### config.mk
export PLATFORM = sky130hd
export DESIGN_NAME = instruction_prefetch_buffer
export DESIGN_NICKNAME = d
export VERILOG_FILES = /design/src/rtl/instruction_prefetch_buffer.sv
export SDC_FILE = /design/constraint.sdc
export NUM_CORES = 1
export LEC_CHECK = 0
export CAP_MARGIN = 20
export CORE_AREA = 3 3 151 153
export CTS_CLUSTER_SIZE = 14
export DETAILED_ROUTE_END_ITERATION = 7
export DIE_AREA = 0 0 154 156
export GPL_ROUTABILITY_DRIVEN = 0
export PLACE_DENSITY = 0.64
export SLEW_MARGIN = 5
export SYNTH_ARGS = -nofsm -noshare
export SYNTH_HDL_FRONTEND = slang
export SYNTH_SLANG_ARGS = --single-unit
export TNS_END_PERCENT = 30
### constraint.sdc
create_clock -name clk -period 4.4 [get_ports clk]
set_input_delay 0.66 -clock clk [delete_from_list [all_inputs] [get_ports clk]]
set_output_delay 0.66 -clock clk [all_outputs]
set_load 0.005 [all_outputs]
### src/rtl/instruction_prefetch_buffer.sv
`default_nettype none
// =============================================================================
// Module   : instruction_prefetch_buffer
// Desc     : Fetch stage with a single outstanding request and a DEPTH-entry
//            {instr, pc} FIFO feeding the decoder. IPB_STATS_EN adds counters.
// Revision : 1.0 - initial release
// =============================================================================
module instruction_prefetch_buffer #(
    parameter int INSTR_ADDR_WIDTH = 8,
    parameter int DEPTH            = 4,
    parameter int RESET_PC         = 0
) (
    input  logic                        clk,
    input  logic                        rst,
    input  logic                        halt,
    input  logic                        redirect,
    input  logic [INSTR_ADDR_WIDTH-1:0] redirect_pc,
    output logic                        mem_req,
    output logic [INSTR_ADDR_WIDTH-1:0] mem_addr,
    input  logic                        mem_valid,
    input  logic [31:0]                 mem_instr,
    output logic                        instr_valid,
    input  logic                        instr_ready,
    output logic [31:0]                 instr,
    output logic [INSTR_ADDR_WIDTH-1:0] instr_pc,
    output logic [$clog2(DEPTH):0]      count
`ifdef IPB_STATS_EN
    ,
    output logic [31:0]                 stat_fetch,
    output logic [15:0]                 stat_flush
`endif
);

    localparam int                PTR_W   = $clog2(DEPTH);
    localparam int                CNT_W   = PTR_W + 1;
    localparam logic [CNT_W-1:0]  DEPTH_C = CNT_W'(DEPTH);
    localparam logic [31:0]       NOP     = 32'h0000_0013;

    typedef enum logic [1:0] {
        S_IDLE    = 2'd0,
        S_WAIT    = 2'd1,
        S_DISCARD = 2'd2
    } state_t;

    state_t                      state_q,    state_d;
    logic [INSTR_ADDR_WIDTH-1:0] fetch_pc_q, fetch_pc_d;
    logic [INSTR_ADDR_WIDTH-1:0] req_pc_q,   req_pc_d;
    logic [PTR_W-1:0]            head_q,     head_d;
    logic [PTR_W-1:0]            tail_q,     tail_d;
    logic [CNT_W-1:0]            count_q,    count_d;
    logic [31:0]                 instr_mem_q [DEPTH];
    logic [INSTR_ADDR_WIDTH-1:0] pc_mem_q    [DEPTH];
    logic                        push;
    logic                        pop;

    assign instr_valid = (count_q != '0);
    assign instr       = instr_valid ? instr_mem_q[head_q] : NOP;
    assign instr_pc    = instr_valid ? pc_mem_q[head_q] : '0;
    assign count       = count_q;
    assign mem_addr    = fetch_pc_q;

    always_comb begin
        state_d    = state_q;
        fetch_pc_d = fetch_pc_q;
        req_pc_d   = req_pc_q;
        head_d     = head_q;
        tail_d     = tail_q;
        count_d    = count_q;
        mem_req    = 1'b0;
        push       = 1'b0;
        pop        = 1'b0;

        if (redirect) begin
            // Flush wins over everything; an in-flight response must be dropped.
            head_d     = '0;
            tail_d     = '0;
            count_d    = '0;
            fetch_pc_d = redirect_pc;
            case (state_q)
                S_WAIT:    state_d = mem_valid ? S_IDLE : S_DISCARD;
                S_DISCARD: if (mem_valid) state_d = S_IDLE;
                default:   state_d = state_q;
            endcase
        end else begin
            pop = instr_valid && instr_ready;
            case (state_q)
                S_IDLE: begin
                    // rst gating keeps the request low while reset is held.
                    if (rst && !halt && (count_q < DEPTH_C)) begin
                        mem_req    = 1'b1;
                        req_pc_d   = fetch_pc_q;
                        fetch_pc_d = fetch_pc_q + 1'b1;
                        state_d    = S_WAIT;
                    end
                end
                S_WAIT: begin
                    if (mem_valid) begin
                        push    = 1'b1;
                        state_d = S_IDLE;
                    end
                end
                S_DISCARD: begin
                    if (mem_valid) state_d = S_IDLE;
                end
                default: state_d = S_IDLE;
            endcase
            if (push) tail_d = tail_q + 1'b1;
            if (pop)  head_d = head_q + 1'b1;
            if (push && !pop)      count_d = count_q + 1'b1;
            else if (pop && !push) count_d = count_q - 1'b1;
        end
    end

    always_ff @(posedge clk or negedge rst) begin
        if (!rst) begin
            state_q    <= S_IDLE;
            fetch_pc_q <= INSTR_ADDR_WIDTH'(RESET_PC);
            req_pc_q   <= '0;
            head_q     <= '0;
            tail_q     <= '0;
            count_q    <= '0;
        end else begin
            state_q    <= state_d;
            fetch_pc_q <= fetch_pc_d;
            req_pc_q   <= req_pc_d;
            head_q     <= head_d;
            tail_q     <= tail_d;
            count_q    <= count_d;
        end
    end

    always_ff @(posedge clk) begin
        if (push) begin
            instr_mem_q[tail_q] <= mem_instr;
            pc_mem_q[tail_q]    <= req_pc_q;
        end
    end

`ifdef IPB_STATS_EN
    logic [31:0] stat_fetch_q, stat_fetch_d;
    logic [15:0] stat_flush_q, stat_flush_d;

    always_comb begin
        stat_fetch_d = stat_fetch_q;
        stat_flush_d = stat_flush_q;
        if (push && (stat_fetch_q != '1))     stat_fetch_d = stat_fetch_q + 1'b1;
        if (redirect && (stat_flush_q != '1)) stat_flush_d = stat_flush_q + 1'b1;
    end

    always_ff @(posedge clk or negedge rst) begin
        if (!rst) begin
            stat_fetch_q <= '0;
            stat_flush_q <= '0;
        end else begin
            stat_fetch_q <= stat_fetch_d;
            stat_flush_q <= stat_flush_d;
        end
    end

    assign stat_fetch = stat_fetch_q;
    assign stat_flush = stat_flush_q;
`else
    // Statistics hardware not built.
`endif

endmodule
`default_nettype wire

==> run_results.csv <==
group,metric,value,unit
logic_synthesis,synth_area_per_cell,19.1,sq um
clock_network,cts_setup_buffers,0,
critical_path,crit_arrival,2820,ps
logic_synthesis,syn_nets,448,
detailed_routing,wl_per_cell,18.5,microns
run,maxCapViolations,0,
detailed_routing,drt_iter0_drc,154,
die,dieArea,24000,sq um
critical_path,slowest_delay,1010,ps
clock_network,numCtsBuffers,17,
detailed_routing,vias_per_cell,4.77,
logic_synthesis,syn_inst,392,
cells_and_area,drive_gt1_frac,0.189,
cells_and_area,syn_to_final_growth,24.6,%
critical_path,required,3740,ps
timing,slew_violations,0,
die,start_util,0.345,
critical_path,cp-end-kind,"primary output",
die,die_x,154,microns
timing,slew_headroom,0.417,
die,coreArea,21700,sq um
pwr,p_leak,3.07,nW
critical_path,crit_slowest_cell,"dfrtp_4",
timing,max_freq,288,MHz
grt,gr-usage-all-layers,0.124,
grt,antenna_found_initial,0,
timing,worst_pin_slew,874,ps
clock_network,clk_pin_slew,70,ps
grt,grt_pass1_wl,22900,microns
timing,setup_viol,0,
detailed_routing,via_count,3764,
logic_synthesis,synth_seq_cells,185,
clock_network,clock_path_buffers,2,
detailed_routing,wl,14600,microns
pwr,peakVddDrop,0.266,mV
timing,rsz0062_at_grt,"false",
clock_network,cts_max_level,4,
detailed_routing,antenna_left,0,
cells_and_area,fin_cells,789,
timing,hold_slack,537,ps
grt,grt_pass1_vias,4132,
logic_synthesis,yosysWarnings,0,
critical_path,start_kind,"register",
worst_hold_path,hold_path_class,"reg -> reg",
outcome,status,"finished, final reports clean",
logic_synthesis,synth.area.top_cells,"edfxtp_1 64%, mux4_2 12%, dfrtp_1 8.4%",
detailed_routing,drc,0,
critical_path,cp_cell_sequence,"mux4_2 > or2_2 > clkdlybuf4s50_1",
clock_network,cts_tree,"yes",
cells_and_area,diodes,0,
clock_network,cts.sinks,185,
detailed_routing,firstDrtPassIters,4,
placement,dpl.cell_count,758,
grt,overflow,0,
timing,min_period,3480,ps
cells_and_area,fillers,1885,
logic_synthesis,ys_types,35,
clock_network,post_cts_resize_count,0,
logic_synthesis,mappedNetlistArea,7490,sq um
placement,dp_hpwl,9070,microns
timing,fin_crit_sh,0.790,
clock_network,ctsHoldBuffers,0,
die,rows,54,
clock_network,cts_root_buf,"clkbuf_16",
die,dieHeight,156,microns
critical_path,worstSetupPathType,"reg -> out",
grt,grt_max_degree,43,
critical_path,reg2reg_slack,1500,ps
cells_and_area,final_nets,553,
timing,finalClockSkew,6.65,ps
clock_network,clock_latency,410,ps
logic_synthesis,yosys.area.top_type_share,0.642,
logic_synthesis,yosysTopAreaCell,"edfxtp_1",
timing,finalSetupTns,0,ps
logic_synthesis,ys_seq_area_frac,0.725,
placement,io_buffers,98,
pwr,power_density,492,nW/um^2
die,io_pins,99,
timing,hold_violations,0,
critical_path,critPathMaxFanout,42,
-- per-layer routing --
metal | routed length (microns) | up-vias | GRT usage
met1 | 6230 | 1932 | 0.154
met4 | 177 | 0 | 0.0341
met2 | 7400 | 101 | 0.214
li1 | - | 1720 | -
met5 | 0 | - | 0
met3 | 769 | 11 | 0.0369
-- area by class of cell --
| class | instances | area (sq um) | share of cell area |
|---|---|---|---|
| sequential | 185 | 5440 | 0.583 |
| multi-input combinational | 175 | 1920 | 0.206 |
| timing repair buffer | 107 | 1050 | 0.112 |
| clock buffer | 17 | 425 | 0.0456 |
| tap | 280 | 350 | 0.0375 |
| clock inverter | 14 | 108 | 0.0115 |
| inverter | 11 | 41.3 | 0.00443 |
-- power by group --
part           switching [mW]  internal (mW)
registers               0.151           2.06
logic                   0.382          0.631
clock network           0.605          0.768
total                    1.14           3.45
-- per-stage QoR --
step / worst slack [ps] / total power, mW / util / instance area, sq um
after CTS: 813 / 4.68 / 0.430 / 9330
after global routing: 701 / 4.84 / 0.430 / 9330
after floorplan: -117 / 2.73 / - / 7490
after detailed placement: 1270 / 3.29 / 0.406 / 8800
final: 924 / 4.59 / 0.430 / 9330
after global placement: 1260 / 3.25 / 0.406 / 8800
-- Yosys cell counts --
master,n
a21oi_1,5
a2bb2oi_1,1
a31oi_1,1
and2_1,38
and2_4,1
and3_1,2
and4_1,1
and4bb_1,1
buf_1,2
buf_2,6
buf_4,1
buf_6,3
clkbuf_1,9
dfrtp_1,25
edfxtp_1,160
fa_1,1
ha_1,9
inv_1,11
mux2_4,8
mux2i_1,2
mux4_2,40
nand2_1,13
nand3_1,5
nand4_1,3
nor2_1,5
nor3_1,1
nor3b_1,5
o21a_1,2
o21ai_0,10
o311ai_0,2
o31ai_4,1
or2_2,3
or3b_1,1
xnor2_1,4
xor2_1,10
-- kinds of logic (layout without fill, tap and decap cells) --
logic type | Yosys count | count (layout) | synth area share
AO/OA/AOI/OAI | 22 | 22 | 0.0192
XOR/XNOR | 14 | 14 | 0.0164
adder cells (fa/ha/maj) | 10 | 10 | 0.0177
multiplexers | 50 | 50 | 0.139
AND/OR/NAND/NOR | 79 | 79 | 0.0617
buffers and inverters | 32 | 149 | 0.0206
flip-flops | 185 | 185 | 0.725
-- path summary, 6_finish.rpt --
path | cells past startpoint | from | to
setup reg to reg | 8 | count[2] | count[2]
hold / removal | 0 | req_pc_q[4] | pc_mem_q[2][4]
max in group asynchronous | 2 | rst | head_q[0]
setup / recovery | 3 | head_q[0] | instr[0]
hold reg to reg | 0 | req_pc_q[4] | pc_mem_q[2][4]
min in group asynchronous | 2 | rst | mem_addr[2]
-- flip-flops by register name, indices dropped and copies added (netlist names) --
name	flops
instr_mem_q	128
pc_mem_q	32
mem_addr	8
req_pc_q	8
count	3
head_q	2
state_q	2
tail_q	2
-- cell usage in the layout (no fill, tap or decap), types with 2 or more instances in the layout --
| cell | n |
|---|---|
| mux4_2 | 40 |
| o21a_1 | 2 |
| and3_1 | 2 |
| mux2i_1 | 2 |
| a21oi_1 | 5 |
| or2_2 | 3 |
| nand2_1 | 13 |
| xnor2_1 | 4 |
| ha_1 | 9 |
| dfrtp_1 | 23 |
| and2_1 | 38 |
| buf_4 | 9 |
| edfxtp_1 | 160 |
| inv_1 | 11 |
| clkinvlp_4 | 2 |
| o311ai_0 | 2 |
| clkdlybuf4s50_1 | 98 |
| o21ai_0 | 10 |
| nand4_1 | 3 |
| inv_6 | 2 |
| nor2_1 | 5 |
| mux2_4 | 8 |
| xor2_1 | 10 |
| clkinv_1 | 3 |
| clkbuf_16 | 17 |
| nor3b_2 | 4 |
| clkinv_2 | 4 |
| nand3_1 | 5 |
-- worst max-delay path: cells and delay by family, from the launching register on --
| family | cells | cell delay [ps] |
|---|---|---|
| simple gates | 1 | 320 |
| buf+inv | 1 | 460 |
| mux | 1 | 600 |
| flops | 1 | 1010 |
Note: power is estimated with default switching activity, not from simulation.
